==> src/rtl/fb_scanout_reader_pkg.sv <==
// Shared constants for the framebuffer: VGA 640x480@60 timing, pixel word
// layout and framebuffer geometry. The GPU write side imports this too.
package fb_scanout_reader_pkg;

    // VGA 640x480@60 timing at a 25 MHz pixel clock
    localparam int VGA_H_ACTIVE = 640;
    localparam int VGA_H_FP     = 16;
    localparam int VGA_H_SYNC   = 96;
    localparam int VGA_H_BP     = 48;
    localparam int VGA_H_TOTAL  = VGA_H_ACTIVE + VGA_H_FP + VGA_H_SYNC + VGA_H_BP;

    localparam int VGA_V_ACTIVE = 480;
    localparam int VGA_V_FP     = 10;
    localparam int VGA_V_SYNC   = 2;
    localparam int VGA_V_BP     = 33;
    localparam int VGA_V_TOTAL  = VGA_V_ACTIVE + VGA_V_FP + VGA_V_SYNC + VGA_V_BP;

    // Framebuffer geometry: 640x400, one 16-bit word per pixel, row-major
    localparam int FB_LINES      = 400;
    localparam int FB_STRIDE     = VGA_H_ACTIVE;
    localparam int FB_BASE_ADDR  = 0;
    localparam int FB_RD_LATENCY = 1;

    localparam int ADDR_W = 18;
    localparam int DATA_W = 16;
    localparam int DAC_W  = 10;
    // Wide enough for both 800 and 525
    localparam int CNT_W  = 10;

    // Pixel word fields
    localparam int DEPTH_HI = 15;
    localparam int DEPTH_LO = 14;
    localparam int R_HI     = 11;
    localparam int R_LO     = 8;
    localparam int G_HI     = 7;
    localparam int G_LO     = 4;
    localparam int B_HI     = 3;
    localparam int B_LO     = 0;

    // Word the GPU clears to: farthest depth, black
    localparam logic [DATA_W-1:0] FB_CLEAR_WORD = 16'hC000;

    // Per-pixel control carried alongside the SRAM read
    typedef struct packed {
        logic hs;
        logic vs;
        logic blank_n;
        logic frame_start;
        logic fetch;
    } pix_ctl_t;

    localparam pix_ctl_t CTL_IDLE = '{hs: 1'b1, vs: 1'b1, blank_n: 1'b0,
                                      frame_start: 1'b0, fetch: 1'b0};

    // 4-bit channel to 10-bit DAC code, full scale maps to full scale
    function automatic logic [DAC_W-1:0] expand_color(input logic [3:0] c);
        return {c, c, c[3:2]};
    endfunction

    // 2-bit depth to a 10-bit gray level
    function automatic logic [DAC_W-1:0] expand_depth(input logic [1:0] d);
        return {d, d, d, d, d};
    endfunction

endpackage

==> src/rtl/fb_scanout_reader_vga_timing_gen.sv <==
// Horizontal/vertical raster counters and the raw, undelayed per-pixel
// flags derived from them (sync, active, fetch window, frame tick).
module vga_timing_gen
    import fb_scanout_reader_pkg::*;
#(
    parameter int H_ACTIVE = VGA_H_ACTIVE,
    parameter int H_FP     = VGA_H_FP,
    parameter int H_SYNC   = VGA_H_SYNC,
    parameter int H_BP     = VGA_H_BP,
    parameter int V_ACTIVE = VGA_V_ACTIVE,
    parameter int V_FP     = VGA_V_FP,
    parameter int V_SYNC   = VGA_V_SYNC,
    parameter int V_BP     = VGA_V_BP,
    parameter int FB_ROWS  = FB_LINES
) (
    input  logic clk_i,
    input  logic rst_ni,
    output logic hs_o,
    output logic vs_o,
    output logic active_o,
    output logic fetch_o,
    output logic frame_tick_o
);

    localparam int H_TOTAL = H_ACTIVE + H_FP + H_SYNC + H_BP;
    localparam int V_TOTAL = V_ACTIVE + V_FP + V_SYNC + V_BP;

    localparam logic [CNT_W-1:0] H_LAST   = CNT_W'(H_TOTAL - 1);
    localparam logic [CNT_W-1:0] V_LAST   = CNT_W'(V_TOTAL - 1);
    localparam logic [CNT_W-1:0] H_ACT_C  = CNT_W'(H_ACTIVE);
    localparam logic [CNT_W-1:0] V_ACT_C  = CNT_W'(V_ACTIVE);
    localparam logic [CNT_W-1:0] FB_ROW_C = CNT_W'(FB_ROWS);
    localparam logic [CNT_W-1:0] HS_ON    = CNT_W'(H_ACTIVE + H_FP);
    localparam logic [CNT_W-1:0] HS_OFF   = CNT_W'(H_ACTIVE + H_FP + H_SYNC);
    localparam logic [CNT_W-1:0] VS_ON    = CNT_W'(V_ACTIVE + V_FP);
    localparam logic [CNT_W-1:0] VS_OFF   = CNT_W'(V_ACTIVE + V_FP + V_SYNC);

    logic [CNT_W-1:0] h_q, h_d;
    logic [CNT_W-1:0] v_q, v_d;

    // Next raster position: h wraps each line, v advances on h wrap
    always_comb begin
        h_d = h_q + 1'b1;
        v_d = v_q;
        if (h_q == H_LAST) begin
            h_d = '0;
            v_d = (v_q == V_LAST) ? '0 : v_q + 1'b1;
        end
    end

    // Raster counters
    always_ff @(posedge clk_i or negedge rst_ni) begin
        if (!rst_ni) begin
            h_q <= '0;
            v_q <= '0;
        end else begin
            h_q <= h_d;
            v_q <= v_d;
        end
    end

    assign hs_o         = !((h_q >= HS_ON) && (h_q < HS_OFF));
    assign vs_o         = !((v_q >= VS_ON) && (v_q < VS_OFF));
    assign active_o     = (h_q < H_ACT_C) && (v_q < V_ACT_C);
    assign fetch_o      = (h_q < H_ACT_C) && (v_q < FB_ROW_C);
    assign frame_tick_o = (h_q == '0) && (v_q == '0);

endmodule

==> src/rtl/fb_scanout_reader.sv <==
// Display-side framebuffer reader. Issues one SRAM read per fetched pixel,
// holds SRAM ownership while reads are outstanding, and delays the raster
// control by the SRAM read latency so sync/blank line up with the pixel data.
//
// SRAM handshake: oMEM_READ is a one-cycle strobe with oMEM_ADDR; the word
// for that address is sampled from iMEM_DATA exactly RD_LATENCY clock edges
// later. There is no backpressure. The GPU may drive the SRAM only while
// oVIDEO_ON is 0.
module fb_scanout_reader
    import fb_scanout_reader_pkg::*;
#(
    parameter int H_ACTIVE   = VGA_H_ACTIVE,
    parameter int H_FP       = VGA_H_FP,
    parameter int H_SYNC     = VGA_H_SYNC,
    parameter int H_BP       = VGA_H_BP,
    parameter int V_ACTIVE   = VGA_V_ACTIVE,
    parameter int V_FP       = VGA_V_FP,
    parameter int V_SYNC     = VGA_V_SYNC,
    parameter int V_BP       = VGA_V_BP,
    parameter int FB_ROWS    = FB_LINES,
    parameter int FB_BASE    = FB_BASE_ADDR,
    parameter int RD_LATENCY = FB_RD_LATENCY   // 1..3
) (
    input  logic              iCLK,
    input  logic              iRST_N,
    input  logic [DATA_W-1:0] iMEM_DATA,
    input  logic              iSHOW_DEPTH,
    output logic [ADDR_W-1:0] oMEM_ADDR,
    output logic              oMEM_READ,
    output logic              oVIDEO_ON,
    output logic [DAC_W-1:0]  oVGA_R,
    output logic [DAC_W-1:0]  oVGA_G,
    output logic [DAC_W-1:0]  oVGA_B,
    output logic              oVGA_HS,
    output logic              oVGA_VS,
    output logic              oVGA_BLANK_N,
    output logic              oFRAME_START
);

    localparam logic [ADDR_W-1:0] BASE_A  = ADDR_W'(FB_BASE);
    localparam logic [1:0]        LAT_CNT = 2'(RD_LATENCY);

    logic raw_hs, raw_vs, raw_active, raw_fetch, raw_tick;

    vga_timing_gen #(
        .H_ACTIVE (H_ACTIVE),
        .H_FP     (H_FP),
        .H_SYNC   (H_SYNC),
        .H_BP     (H_BP),
        .V_ACTIVE (V_ACTIVE),
        .V_FP     (V_FP),
        .V_SYNC   (V_SYNC),
        .V_BP     (V_BP),
        .FB_ROWS  (FB_ROWS)
    ) u_timing (
        .clk_i        (iCLK),
        .rst_ni       (iRST_N),
        .hs_o         (raw_hs),
        .vs_o         (raw_vs),
        .active_o     (raw_active),
        .fetch_o      (raw_fetch),
        .frame_tick_o (raw_tick)
    );

    // ---------------- SRAM address generation ----------------
    logic [ADDR_W-1:0] mem_addr_q, next_addr_q, addr_d;
    logic              mem_read_q;

    // Rows are contiguous (stride == line width), so a running counter
    // reloaded at pixel (0,0) walks the whole framebuffer.
    always_comb addr_d = raw_tick ? BASE_A : next_addr_q;

    // Read strobe and address; address holds outside the fetch window
    always_ff @(posedge iCLK or negedge iRST_N) begin
        if (!iRST_N) begin
            mem_read_q  <= 1'b0;
            mem_addr_q  <= '0;
            next_addr_q <= BASE_A;
        end else begin
            mem_read_q <= raw_fetch;
            if (raw_fetch) begin
                mem_addr_q  <= addr_d;
                next_addr_q <= addr_d + 1'b1;
            end
        end
    end

    // ---------------- SRAM ownership ----------------
    logic [1:0] own_cnt_q;
    logic       video_on_q;

    // Ownership starts with a line's first read and ends RD_LATENCY
    // cycles after its last one, covering reads still in flight.
    always_ff @(posedge iCLK or negedge iRST_N) begin
        if (!iRST_N) begin
            own_cnt_q  <= '0;
            video_on_q <= 1'b0;
        end else if (raw_fetch) begin
            own_cnt_q  <= LAT_CNT;
            video_on_q <= 1'b1;
        end else begin
            video_on_q <= (own_cnt_q > 2'd1);
            if (own_cnt_q != 2'd0) begin
                own_cnt_q <= own_cnt_q - 2'd1;
            end
        end
    end

    // ---------------- Display mode ----------------
    logic show_depth_q;

    // Mode only changes at the start of a frame so a frame never tears
    always_ff @(posedge iCLK or negedge iRST_N) begin
        if (!iRST_N) begin
            show_depth_q <= 1'b0;
        end else if (raw_tick) begin
            show_depth_q <= iSHOW_DEPTH;
        end
    end

    // ---------------- Control delay pipe ----------------
    pix_ctl_t ctl_raw;
    pix_ctl_t ctl_out;
    pix_ctl_t pipe_q [RD_LATENCY];

    always_comb begin
        ctl_raw = '{hs: raw_hs, vs: raw_vs, blank_n: raw_active,
                    frame_start: raw_tick, fetch: raw_fetch};
    end

    // Delay raster control to match the SRAM read latency
    always_ff @(posedge iCLK or negedge iRST_N) begin
        if (!iRST_N) begin
            for (int i = 0; i < RD_LATENCY; i++) begin
                pipe_q[i] <= CTL_IDLE;
            end
        end else begin
            pipe_q[0] <= ctl_raw;
            for (int i = 1; i < RD_LATENCY; i++) begin
                pipe_q[i] <= pipe_q[i-1];
            end
        end
    end

    assign ctl_out = pipe_q[RD_LATENCY-1];

    // ---------------- Pixel unpack ----------------
    logic [DAC_W-1:0] r_d, g_d, b_d;
    logic [DAC_W-1:0] vga_r_q, vga_g_q, vga_b_q;
    logic             hs_q, vs_q, blank_n_q, frame_start_q;
    logic [1:0]       unused_bits;

    assign unused_bits = iMEM_DATA[13:12];

    // Fetched pixels are shown as color or depth gray; letterbox and
    // blanking are black.
    always_comb begin
        r_d = '0;
        g_d = '0;
        b_d = '0;
        if (ctl_out.fetch) begin
            if (show_depth_q) begin
                r_d = expand_depth(iMEM_DATA[DEPTH_HI:DEPTH_LO]);
                g_d = r_d;
                b_d = r_d;
            end else begin
                r_d = expand_color(iMEM_DATA[R_HI:R_LO]);
                g_d = expand_color(iMEM_DATA[G_HI:G_LO]);
                b_d = expand_color(iMEM_DATA[B_HI:B_LO]);
            end
        end
    end

    // Registered VGA outputs, all aligned to the same pixel
    always_ff @(posedge iCLK or negedge iRST_N) begin
        if (!iRST_N) begin
            vga_r_q       <= '0;
            vga_g_q       <= '0;
            vga_b_q       <= '0;
            hs_q          <= 1'b1;
            vs_q          <= 1'b1;
            blank_n_q     <= 1'b0;
            frame_start_q <= 1'b0;
        end else begin
            vga_r_q       <= r_d;
            vga_g_q       <= g_d;
            vga_b_q       <= b_d;
            hs_q          <= ctl_out.hs;
            vs_q          <= ctl_out.vs;
            blank_n_q     <= ctl_out.blank_n;
            frame_start_q <= ctl_out.frame_start;
        end
    end

    assign oMEM_ADDR    = mem_addr_q;
    assign oMEM_READ    = mem_read_q;
    assign oVIDEO_ON    = video_on_q;
    assign oVGA_R       = vga_r_q;
    assign oVGA_G       = vga_g_q;
    assign oVGA_B       = vga_b_q;
    assign oVGA_HS      = hs_q;
    assign oVGA_VS      = vs_q;
    assign oVGA_BLANK_N = blank_n_q;
    assign oFRAME_START = frame_start_q;

endmodule

==> config.mk <==
export PLATFORM = sky130hd
export DESIGN_NAME = fb_scanout_reader
export DESIGN_NICKNAME = d
export VERILOG_FILES = /design/src/rtl/fb_scanout_reader_pkg.sv /design/src/rtl/fb_scanout_reader_vga_timing_gen.sv /design/src/rtl/fb_scanout_reader.sv
export SDC_FILE = /design/constraint.sdc
export NUM_CORES = 1
export LEC_CHECK = 0
export CORE_UTILIZATION = 50
export CTS_BUF_LIST = sky130_fd_sc_hd__clkbuf_4
export DETAILED_ROUTE_END_ITERATION = 10
export MAX_ROUTING_LAYER = met4
export PLACE_DENSITY = 0.79
export SLEW_MARGIN = 40
export SYNTH_ARGS = -nofsm -noshare
export SYNTH_HDL_FRONTEND = slang
export SYNTH_SLANG_ARGS = --single-unit
==> constraint.sdc <==
create_clock -name iCLK -period 3.6 [get_ports iCLK]
set_input_delay 1.08 -clock iCLK [delete_from_list [all_inputs] [get_ports iCLK]]
set_output_delay 1.08 -clock iCLK [all_outputs]
set_load 0.05 [all_outputs]
==> impl_metrics.sql, run 1 <==
INSERT INTO impl_metrics (metric_group, metric, value, unit) VALUES
('detailed_routing', 'route.antenna.remaining_nets', '0', ''),
('yosys', 'synthesis.area', '3700', 'sq um'),
('power', 'report.power.total', '1.74', 'mW'),
('job', 'maxCapViolCount', '0', ''),
('critical_path', 'reg2reg_depth', '10', ''),
('sta', 'period_minus_slack', '3.09', 'ns'),
('grt', 'grt_pass1_vias', '2645', ''),
('floorplanning', 'initial_core_util', '52.9', '%'),
('yosys', 'avgSynthCellArea', '10.1', 'sq um'),
('clock_network', 'numCtsBuffers', '9', ''),
('power', 'clock_power_share', '35.7', '%'),
('yosys', 'async_flop_share', '100', '%'),
('clock_network', 'hold_buf_cts', '0', ''),
('finish', 'number_of_filler_cells_placed_in_the_layout', '560', ''),
('detailed_routing', 'number_of_detailed_routing_iterations_run_before_antenna_repair', '4', ''),
('status', 'run_status', 'finished, final reports clean', ''),
('hold_path', 'timing.hold.worst.class', 'reg -> reg', ''),
('floorplanning', 'placeableCoreArea', '6980', 'sq um'),
('place', 'dp.cells', '507', ''),
('sta', 'relSlewSlack', '45.6', '%'),
('finish', 'regArea', '2030', 'sq um'),
('detailed_routing', 'vias_per_cell', '5.30', ''),
('grt', 'grt_pass1_wl', '12.1', 'mm'),
('clock_network', 'cts.repair.resized', '0', ''),
('floorplanning', 'dieArea', '7740', 'sq um'),
('critical_path', 'crit_path_cell_trace', 'or4_1, or4_1, or3_1, and2_4, ha_1, nand4b_1, a211oi_2, nand4_1, xor2_1, nor2_1', ''),
('detailed_routing', 'route.final.wire_length', '7.27', 'mm'),
('sta', 'max_freq', '324', 'MHz'),
('clock_network', 'root_buffer_cell', 'clkbuf_4', ''),
('critical_path', 'timing.critical_path.arrival', '3.41', 'ns'),
('finish', 'areaGrowthSynthToFinish', '22.6', '%'),
('yosys', 'syn-instance-count', '367', ''),
('floorplanning', 'number_of_core_rows', '30', ''),
('critical_path', 'crit_required', '3.92', 'ns'),
('sta', 'timing_hold_violations_final', '0', ''),
('grt', 'antenna_violations_before_repair', '0', ''),
('finish', 'drive_gt1_share', '7.26', '%'),
('floorplanning', 'io-pin-count', '73', ''),
('grt', 'maximum_number_of_pins_on_one_net_before_global_route_repair', '82', ''),
('clock_network', 'cts_sinks', '81', ''),
('yosys', 'yosysWarningCount', '0', ''),
('clock_network', 'clk-insertion-delay-late', '0.44', 'ns'),
('sta', 'fin_worst_skew', '0.0188', 'ns'),
('critical_path', 'critical_path.top_delay_family', 'simple AND/OR/NAND/NOR gates', ''),
('finish', 'multi_input_comb_area', '1420', 'sq um'),
('critical_path', 'worst-setup-path-type', 'reg -> reg', ''),
('sta', 'setup-tns-final', '0', 'ns'),
('yosys', 'synthesis.nets', '393', ''),
('finish', 'n_antenna_cell', '0', ''),
('hold_path', 'worst_hold_path.num_cells', '0', ''),
('power', 'worst_ir_drop_vdd', '0.239', 'mV'),
('power', 'p_per_area', '385', 'nW/um^2'),
('critical_path', 'end_kind', 'register', ''),
('power', 'power.static_leakage', '2.04', 'nW'),
('power', 'netSwitchingFraction', '27.0', '%'),
('finish', 'layout.cells.most_common', 'dfrtp_1', ''),
('detailed_routing', 'dr.first_iter.drc_count', '164', ''),
('critical_path', 'worstSetupStartpointType', 'register', ''),
('place', 'hpwl', '4.98', 'mm'),
('clock_network', 'cts_post_setup_buffers_inserted', '0', ''),
('yosys', 'synth_enable_flop_cells', '0', ''),
('yosys', 'ys_dominant_reg_cell', 'dfrtp_1', ''),
('critical_path', 'worstSetupPathDepth', '10', ''),
('clock_network', 'cts.path.max_buffers', '2', ''),
('detailed_routing', 'vias', '2770', ''),
('floorplanning', 'fp.dieH', '88.0', 'um'),
('critical_path', 'crit_path_top_delay_cell', 'or4_1', ''),
('floorplanning', 'die-width', '88.0', 'um'),
('finish', 'mostFrequentLayoutCells', '77 x dfrtp_1, 69 x clkdlybuf4s50_1, 57 x nand2_1', ''),
('sta', 'slew_viol_final', '0', ''),
('yosys', 'synth_seq_cells', '81', '');
[state kept, by name, indices dropped and copies added, names as in the netlist, 2 cells and up]
| register | flops |
|---|---|
| own_cnt_q | 2 |
| oVGA_G | 4 |
| oMEM_ADDR | 18 |
| u_timing.h_q | 10 |
| u_timing.v_q | 10 |
| oVGA_R | 4 |
| next_addr_q | 18 |
| oVGA_B | 4 |
| ctl_out | 5 |
[final cells by class]
type / instances / share of cell area, %
clock buffer: 9 / 1.49
clock inverter: 7 / 2.21
inverter: 13 / 1.08
multi-input combinational: 242 / 31.4
sequential: 81 / 44.8
tap: 96 / 2.65
timing repair buffer: 75 / 16.3
[worst register-to-register path: stages (launching register included)]
cell,delay [ns]
dfrtp_1,0.48
or4_1,0.53
or4_1,0.50
or3_1,0.46
and2_4,0.20
ha_1,0.20
nand4b_1,0.12
a211oi_2,0.11
nand4_1,0.16
xor2_1,0.17
nor2_1,0.06
[synth_stat cells, types with 3 or more instances]
| master | n | share of area [%] |
|---|---|---|
| nor2_1 | 26 | 2.6 |
| and3_1 | 7 | 1.2 |
| ha_1 | 7 | 2.4 |
| or3_1 | 5 | 0.85 |
| dfstp_2 | 4 | 2.8 |
| xnor2_1 | 13 | 3.1 |
| buf_2 | 4 | 0.54 |
| o21ai_0 | 13 | 1.8 |
| a21boi_0 | 12 | 2.4 |
| nand2_1 | 57 | 5.8 |
| nand4_1 | 6 | 1.0 |
| clkbuf_1 | 8 | 0.81 |
| a21oi_1 | 7 | 0.95 |
| buf_4 | 18 | 3.7 |
| and2_1 | 3 | 0.51 |
| xor2_1 | 12 | 2.8 |
| nand3_1 | 21 | 2.8 |
| inv_1 | 13 | 1.3 |
| dfrtp_1 | 77 | 52 |
| o31ai_1 | 5 | 1.0 |
| nor3_1 | 6 | 0.81 |
| or4_1 | 5 | 1.0 |
| nand2b_1 | 14 | 2.4 |
| nor4_1 | 5 | 0.85 |
[stage by stage]
step | hold WS, ns | setup WS [ns]
4_1_cts | 0.354 | 0.509
3_5_place_dp | 0.346 | 0.572
5_1_grt | 0.364 | 0.345
2_1_floorplan | 0.331 | 0.681
6_report | 0.360 | 0.510
3_3_place_gp | 0.332 | 0.533
[power by group through the flow]
stage / logic [mW] / clock network [mW] / registers (mW)
4_1_cts: 0.194 / 0.637 / 0.930
2_1_floorplan: 0.0909 / 0 / 0.982
3_5_place_dp: 0.194 / 0 / 0.947
6_report: 0.191 / 0.622 / 0.929
3_3_place_gp: 0.191 / 0 / 0.946
5_1_grt: 0.202 / 0.674 / 0.931
[path summary, 6_finish.rpt]
check / start / to / slack [ns]
max in group asynchronous: iRST_N / show_depth_q / 2.45
worst max register to register: u_timing.h_q[7] / next_addr_q[10] / 0.51
worst max-delay path: u_timing.h_q[7] / next_addr_q[10] / 0.51
worst min register to register: ctl_out[3] / oVGA_VS / 0.36
min in group asynchronous: iRST_N / u_timing.v_q[1] / 0.65
worst min-delay path: ctl_out[3] / oVGA_VS / 0.36
[cells by family (layout without fill, tap and decap cells)]
logic type	Yosys count	after routing	share of synthesized area, %
muxes	1	1	0.406
adders and majority gates	7	7	2.37
DFF	81	81	55.0
buffers and inverters	44	104	6.64
and+or+nand+nor	164	164	21.8
xor gates and xnor gates	25	25	5.92
AOI/OAI and AO/OA	45	45	7.85
[routing by layer]
metal  global-route usage, %  vias up  share of wire, %
met3                    5.28       10               6.4
met4                    8.20        0               1.7
met1                    26.4     1346                45
li1                        -     1332                 -
met5                       -        -                 0
met2                    34.0       82                47
(Power assumes the default switching activity.)
==> run 2: changes to the inputs <==
--- a/config.mk
+++ b/config.mk
@@ -5,12 +5,13 @@
 export SDC_FILE = /design/constraint.sdc
 export NUM_CORES = 1
 export LEC_CHECK = 0
-export CORE_UTILIZATION = 50
+export CORE_UTILIZATION = 53
 export CTS_BUF_LIST = sky130_fd_sc_hd__clkbuf_4
 export DETAILED_ROUTE_END_ITERATION = 10
 export MAX_ROUTING_LAYER = met4
-export PLACE_DENSITY = 0.79
+export PLACE_DENSITY = 0.83
 export SLEW_MARGIN = 40
 export SYNTH_ARGS = -nofsm -noshare
 export SYNTH_HDL_FRONTEND = slang
 export SYNTH_SLANG_ARGS = --single-unit
+export TNS_END_PERCENT = 50
==> impl_metrics.sql, run 2 (synthesis gave the netlist of run 1 again) <==
INSERT INTO impl_metrics (metric_group, metric, value, unit) VALUES
('clock_network', 'ctsHtreeMaxLevel', '3', ''),
('power', 'p_per_area', '351', 'nW/um^2'),
('floorplanning', 'die-width', '85.5', 'um'),
('floorplanning', 'initial_core_util', '54.7', '%'),
('detailed_routing', 'route.antenna.remaining_nets', '0', ''),
('hold_path', 'hold_end', 'oVGA_VS', ''),
('grt', 'maximum_number_of_pins_on_one_net_before_global_route_repair', '82', ''),
('job', 'maxCapViolCount', '0', ''),
('finish', 'final_design_area_no_fill', '4440', 'sq um'),
('clock_network', 'cts.path.max_buffers', '2', ''),
('place', 'placement.io_buffers', '70', ''),
('clock_network', 'clk_pin_slew_worst_paths', '0.13', 'ns'),
('critical_path', 'worstSetupStartpointType', 'register', ''),
('detailed_routing', 'number_of_detailed_routing_iterations_run_before_antenna_repair', '4', ''),
('power', 'power.static_leakage', '2.00', 'nW'),
('place', 'postPlaceCellArea', '4330', 'sq um'),
('power', 'worst_ir_drop_vdd', '0.168', 'mV'),
('sta', 'setup-tns-final', '0', 'ns'),
('finish', 'number_of_filler_cells_placed_in_the_layout', '524', ''),
('power', 'report.power.total', '1.56', 'mW'),
('detailed_routing', 'vias_per_cell', '5.37', ''),
('hold_path', 'worst_hold_path.num_cells', '0', ''),
('critical_path', 'critical_path_peak_fanout', '8', ''),
('critical_path', 'end_kind', 'register', ''),
('status', 'run_status', 'finished, final reports clean', ''),
('sta', 'fin_worst_skew', '0.0131', 'ns'),
('detailed_routing', 'vias', '2717', ''),
('detailed_routing', 'route.final.wire_length', '7.17', 'mm'),
('sta', 'slew_viol_final', '0', ''),
('power', 'sequentialPowerShare', '59.6', '%'),
('finish', 'final_net_count', '447', ''),
('detailed_routing', 'wire_per_inst', '14.2', 'um'),
('critical_path', 'reg2reg_setup_slack', '0.58', 'ns'),
('power', 'combinationalPowerShare', '12.3', '%'),
('hold_path', 'timing.hold.worst.class', 'reg -> reg', ''),
('critical_path', 'crit_required', '3.88', 'ns'),
('clock_network', 'clk-insertion-delay-late', '0.41', 'ns'),
('sta', 'rsz0062_at_grt', 'false', ''),
('sta', 'final_clock_period_utilization_by_the_worst_path', '83.9', '%'),
('critical_path', 'critical_path.startpoint', 'u_timing.h_q[7]', ''),
('power', 'clock_power_share', '28.2', '%'),
('finish', 'areaGrowthSynthToFinish', '20.2', '%'),
('critical_path', 'timing.critical_path.arrival', '3.30', 'ns'),
('clock_network', 'numCtsBuffers', '9', ''),
('clock_network', 'hold_buf_cts', '0', ''),
('critical_path', 'worst-setup-path-type', 'reg -> reg', ''),
('finish', 'n_antenna_cell', '0', ''),
('power', 'netSwitchingFraction', '28.3', '%'),
('floorplanning', 'io-pin-count', '73', ''),
('power', 'intPower', '1.12', 'mW'),
('clock_network', 'cts_post_setup_buffers_inserted', '0', ''),
('grt', 'grt_pass1_wl', '12.1', 'mm'),
('sta', 'report.final.setup_viol', '0', ''),
('floorplanning', 'dieArea', '7310', 'sq um'),
('hold_path', 'hold_path.startpoint', 'ctl_out[3]', ''),
('floorplanning', 'number_of_core_rows', '30', ''),
('detailed_routing', 'drcViolationCount', '0', ''),
('sta', 'max_freq', '331', 'MHz'),
('floorplanning', 'fp.dieH', '85.5', 'um'),
('finish', 'layout.cells.most_common', 'dfrtp_1', ''),
('finish', 'fin_util', '65.8', '%'),
('power', 'net-switching-power', '441', 'uW'),
('grt', 'grt_overflow_total', '0', ''),
('finish', 'drive_gt1_share', '6.81', '%'),
('sta', 'relSlewSlack', '52.2', '%'),
('place', 'routabilityCongestion', '0.844', ''),
('critical_path', 'crit-reg2reg-capture', 'next_addr_q[6]', ''),
('critical_path', 'r2r-start', 'u_timing.h_q[7]', ''),
('floorplanning', 'placeableCoreArea', '6760', 'sq um'),
('sta', 'worst_max_slew_pin_slew', '0.711', 'ns'),
('critical_path', 'reg2reg_depth', '10', ''),
('grt', 'grt_pass1_vias', '2599', ''),
('clock_network', 'tritoncts_clock_tree', 'built', ''),
('clock_network', 'cts.repair.resized', '0', ''),
('detailed_routing', 'dr.first_iter.drc_count', '182', ''),
('sta', 'period_minus_slack', '3.02', 'ns'),
('sta', 'timing_hold_violations_final', '0', ''),
('finish', 'mostFrequentLayoutCells', '77 x dfrtp_1, 69 x clkdlybuf4s50_1, 57 x nand2_1', ''),
('place', 'hpwl', '4.83', 'mm'),
('finish', 'regArea', '2030', 'sq um'),
('grt', 'antenna_violations_before_repair', '0', ''),
('clock_network', 'root_buffer_cell', 'clkbuf_4', ''),
('finish', 'multi_input_comb_area', '1430', 'sq um'),
('clock_network', 'cts_sinks', '81', ''),
('grt', 'track_usage', '22.1', '%');
## run 2: how the worst max path moves through the flow
stage,to,slack [ns],depth (start not counted)
final,next_addr_q[6],0.58,10
after global placement,next_addr_q[10],0.64,10
after floorplan,next_addr_q[10],0.68,12
after CTS,next_addr_q[6],0.52,10
after detailed placement,next_addr_q[6],0.57,10
after global routing,next_addr_q[6],0.41,10
## run 2: critical path, cell delays in order (launching register included)
cell	delay (ns)
dfrtp_1	0.48
or4_1	0.53
or4_1	0.49
or3_1	0.41
and2_4	0.18
ha_1	0.20
nand4b_1	0.12
a211oi_2	0.10
nand3_1	0.13
xor2_1	0.18
nor2_1	0.07
## run 2: stage by stage
stage	worst slack (ns)	hold slack [ns]	std cells
4_1_cts	0.522	0.364	506
6_report	0.580	0.364	506
3_5_place_dp	0.566	0.345	490
5_1_grt	0.410	0.373	506
2_1_floorplan	0.681	0.331	367
3_3_place_gp	0.635	0.333	490
## run 2: routing by layer
layer | GRT usage [%] | part of all wire, % | wire (um) | up-vias
met2 | 35.3 | 48 | 3470 | 76
met5 | - | 0 | 0 | -
met3 | 3.95 | 4.1 | 296 | 7
met1 | 28.2 | 46 | 3310 | 1308
li1 | - | - | - | 1326
met4 | 9.24 | 1.3 | 93 | 0
## run 2: area by class of cell
type / count / share of cell area, %
clock buffer: 9 / 1.52
clock inverter: 7 / 0.845
inverter: 13 / 1.10
multi-input combinational: 242 / 32.1
sequential: 81 / 45.7
tap: 80 / 2.25
timing repair buffer: 74 / 16.5
## run 2: power groups by stage
stage / Combinational (mW) / Clock, mW / Sequential (mW)
global route: 0.201 / 0.490 / 0.931
global placement: 0.191 / 0 / 0.946
detailed placement: 0.193 / 0 / 0.947
CTS: 0.193 / 0.449 / 0.930
floorplan: 0.0909 / 0 / 0.982
finish: 0.191 / 0.439 / 0.929
